==> config.mk <==
export PLATFORM = sky130hd
export DESIGN_NAME = lut_pipe_elastic
export DESIGN_NICKNAME = d
export VERILOG_FILES = /design/src/rtl/lut_pipe_elastic.sv
export SDC_FILE = /design/constraint.sdc
export NUM_CORES = 1
export LEC_CHECK = 0
export ABC_AREA = 1
export BUFFER_PORTS_ARGS = -buffer_cell sky130_fd_sc_hd__buf_2
export CAP_MARGIN = 20
export CORE_MARGIN = 5
export CORE_UTILIZATION = 40
export DETAILED_ROUTE_END_ITERATION = 6
export GPL_ROUTABILITY_DRIVEN = 0
export PLACE_DENSITY_LB_ADDON = 0.12
export SYNTH_ARGS = -nofsm -noshare
export SYNTH_HDL_FRONTEND = slang
export SYNTH_SLANG_ARGS = --single-unit
==> constraint.sdc <==
create_clock -name clk -period 9.2 [get_ports clk]
set_input_delay 0.46 -clock clk [delete_from_list [all_inputs] [get_ports clk]]
set_output_delay 0.46 -clock clk [all_outputs]
set_load 0.01 [all_outputs]
==> src/rtl/lut_pipe_elastic.sv <==
// Elastic register pipeline with per-stage valid bits, bubble collapse,
// synchronous flush and an occupancy counter tracking the number of valid stages.
module lut_pipe_elastic #(
  parameter int DataWidth = 112,
  parameter int Stages    = 2,
  parameter int CntWidth  = 5
) (
  input  logic                 clk,
  input  logic                 rst,
  input  logic [DataWidth-1:0] data_in,
  input  logic                 in_valid,
  output logic                 in_ready,
  input  logic                 flush,
  output logic [DataWidth-1:0] data_out,
  output logic                 out_valid,
  input  logic                 out_ready,
  output logic [CntWidth-1:0]  occupancy
);

  logic [DataWidth-1:0] data_q [Stages];
  logic [Stages-1:0]    v_q;
  logic [Stages-1:0]    r;
  logic [CntWidth-1:0]  occ_q;
  logic                 in_acc;
  logic                 out_acc;

  // A stage may load when it, or any stage downstream of it, is empty, or the
  // sink is taking the last word. This is the backward ready chain unrolled,
  // so no bit of r depends on another bit of r.
  always_comb begin
    // NOTE: every always_comb output gets a default first so no path can infer a latch.
    r = '0;
    for (int k = 0; k < Stages; k++) begin
      r[k] = out_ready | (|(~v_q & ({Stages{1'b1}} << k)));
    end
  end

  assign in_ready  = r[0] & ~flush;
  assign in_acc    = in_valid & in_ready;
  assign out_acc   = v_q[Stages-1] & out_ready;
  assign data_out  = data_q[Stages-1];
  assign out_valid = v_q[Stages-1];
  assign occupancy = occ_q;

  always_ff @(posedge clk or posedge rst) begin
    if (rst) begin
      // NOTE: the data registers are reset as well, so data_out reads 0 straight out of reset.
      v_q   <= '0;
      occ_q <= '0;
      for (int k = 0; k < Stages; k++) begin
        data_q[k] <= '0;
      end
    end else if (flush) begin
      v_q   <= '0;
      occ_q <= '0;
    end else begin
      // NOTE: non-blocking updates let every stage sample its predecessor's pre-edge value.
      if (r[0]) begin
        v_q[0] <= in_valid;
        if (in_valid) begin
          data_q[0] <= data_in;
        end
      end
      for (int k = 1; k < Stages; k++) begin
        if (r[k]) begin
          v_q[k] <= v_q[k-1];
          if (v_q[k-1]) begin
            data_q[k] <= data_q[k-1];
          end
        end
      end
      // An empty slot in the handshake pair keeps data registers frozen above.
      case ({in_acc, out_acc})
        2'b10:   occ_q <= occ_q + CntWidth'(1);
        2'b01:   occ_q <= occ_q - CntWidth'(1);
        default: occ_q <= occ_q;
      endcase
    end
  end

endmodule

==> metrics <==
status finished, final reports clean; Rel. slew slack 0.322; crit path kind register to register; IO Pins 236; Seq/Total Area, Yosys 0.603; main flop type after synthesis dfrtp_1; Synth Instances 1022; Internal 0.00191 W; Mapped Area 9580 µm²; DRT Pass-1 Iters 4; Post-Route Setup TNS 0 ps; switching share of power 0.276; Vias/cell 4.37; fin crit share 0.230; grt met1 use 0.200; startpoint types register; cts bufs inserted 25; vias 6408; post-DP HPWL 13200 µm; number of max-cap violations 0; Crit path top cell by count buf_16; Std-Cell Rows 56; sequential share of power 0.482; Final min period 2110 ps; vias in the first global route 6267; Peak VDD IR 0.109 mV; crit path max fanout 88; Fin. Hold Viols 0; H-Tree Depth 1; met2 GRT Util 0.228; Combinational Power Share 0.169; CP cell instances nand2_1 > nand3_4 > buf_16 > buf_4 > buf_16 > o21ai_0; Antenna Violating Nets Remaining 0; number of flops mapped to enable cells by yosys 0; initial antenna violation count 0; CTS clk-pin slew, worst paths 60 ps; Least-Margin Pin Slew 1020 ps; RSZ-0062 raised after global routing no; Clk network pwr share 0.349; Synth Area per Inst 9.38 µm²; DRC 0; CP max stage delay 440 ps; Leak 5.93 nW; Die ar. 27100 µm²; post-route insts no fill 1468; Placed Cells 1420; Post-CTS Hold Buffers 0; final core utilization 0.466; pwr dens 240 nW/µm²; largest net degree at the start of global routing 125; top cells by count, synth dfrtp_1 (231), nand2_1 (136), inv_1 (127); worst skew pair latency 500 ps; Top delay family on crit path buffers and inverters; Synth top area share 0.603; # resized after CTS 0; YS warnings 0; remaining global-route overflow 0; dominant cell type by area after synthesis dfrtp_1; share of post-route cells with drive strength above 1 0.248; Die Ht 165 µm; nets 1250; Hold Crit Class input port to asynchronous set/reset pin; CTS tree yes; first-pass GRT wire length 32300 µm; Hold Slack 56.2 ps; Most Crowded Layer GR met2; syn_nets 1141; clk root buf clkbuf_16; Critical Path RT 9560 ps; starting density of the core 0.407; worst path bufs/invs 3; clock tree buffer depth 3; drt wl/cell 13.7 µm; final setup vio count 0; Area contributors post-synth dfrtp_1 (60%), buf_4 (9.3%), o21ai_0 (6.0%); highest-delay cell along the critical path dfrtp_1; Setup Fix Bufs, Post-CTS 0; Slew Limit Fails 0; Setup crit end kind register; Routed WL 20200 µm; count leader, synth dfrtp_1; Max Clock Freq 473 MHz; Clock Skews 6.19 ps; Starting DRT DRC Count 374; Core Region 23500 µm²; P_sw 0.000728 W; I/O Buffers 235; Synth async-reset ratio 1.00; Yosys cell types 19; Die Span X 165 µm; Area growth syn-to-layout 14.6%; CTS Sinks 231; register bit total from synthesis 231; M3 GR Usage 0.0387; Tot GR Track Use 0.145; Worst Path Arrival 2480 ps
## layer usage
layer,vias to the layer above,wire length (µm)
met5,-,0
met4,0,420
met3,34,1430
met2,147,9110
met1,2933,9220
li1,3294,-
## final cells by class
type                            count  area [µm²]
Fill cell                        2373       12600
Clock buffer                       39         728
Inverter                          129         492
Clock inverter                      4        22.5
Sequential cell                   231        5780
Antenna cell                        2        5.00
Timing Repair Buffer              243        1300
Multi-Input combinational cell    501        2250
Tap cell                          319         399
## state kept, by name, summed over array words and instances (netlist names)
| signal | count |
|---|---|
| data_out | 112 |
| data_q | 112 |
| occupancy | 5 |
| v_q | 2 |
## metrics by stage
step	total power (W)	setup WS [ps]	area [µm²]
floorplan	0.00168	2410	9580
finish	0.00264	7090	11000
CTS	0.00268	6480	10900
global placement	0.00173	6320	10100
global route	0.00280	6850	11000
detailed placement	0.00174	6260	10100
## path summary, 6_finish.rpt
check / endpoint / slack, ps / start / depth (start not counted)
setup / recovery: v_q[1] / 7090 / v_q[1] / 6
hold / removal: data_out[37] / 60 / rst / 2
setup reg to reg: v_q[1] / 7090 / v_q[1] / 6
hold reg to reg: data_out[64] / 480 / data_out[64] / 2
max in group asynchronous: data_q[143] / 7780 / rst / 3
min in group clk: data_q[164] / 200 / data_in[52] / 3
## power groups by stage
| stage | clock [W] | sequential (W) | combinational (W) |
|---|---|---|---|
| 3_5_place_dp | 0 | 0.00129 | 0.000456 |
| 3_3_place_gp | 0 | 0.00129 | 0.000445 |
| 4_1_cts | 0.000955 | 0.00127 | 0.000456 |
| 6_report | 0.000921 | 0.00127 | 0.000446 |
| 5_1_grt | 0.000998 | 0.00129 | 0.000513 |
| 2_1_floorplan | 0 | 0.00127 | 0.000411 |
## cells in the final DEF, fill, tap and decap left out
master | netlist | layout
diode_2 | 0 | 2
buf_2 | 26 | 235
dfrtp_1 | 231 | 231
inv_8 | 0 | 1
clkbuf_1 | 16 | 9
inv_2 | 2 | 2
clkbuf_16 | 0 | 25
clkbuf_8 | 0 | 5
o21ai_0 | 115 | 115
nand3_4 | 0 | 2
xnor2_1 | 1 | 1
clkinvlp_4 | 0 | 1
nand3_1 | 13 | 12
nand2_1 | 136 | 136
a21oi_1 | 114 | 114
o22ai_1 | 1 | 1
buf_16 | 0 | 3
nor2_2 | 1 | 1
clkinv_2 | 0 | 3
o211ai_2 | 1 | 1
inv_1 | 127 | 126
nor2_1 | 114 | 114
nand3b_1 | 1 | 1
buf_4 | 119 | 5
o21bai_1 | 1 | 1
ha_1 | 2 | 2
## cell families after synthesis
family	synth area share
buffers and inverters	0.164
AOI/OAI and AO/OA	0.122
and+or+nand+nor	0.107
xor gates and xnor gates	0.000914
adders and majority gates	0.00261
DFF	0.603
No activity file was read; power rests on OpenSTA's default activity.
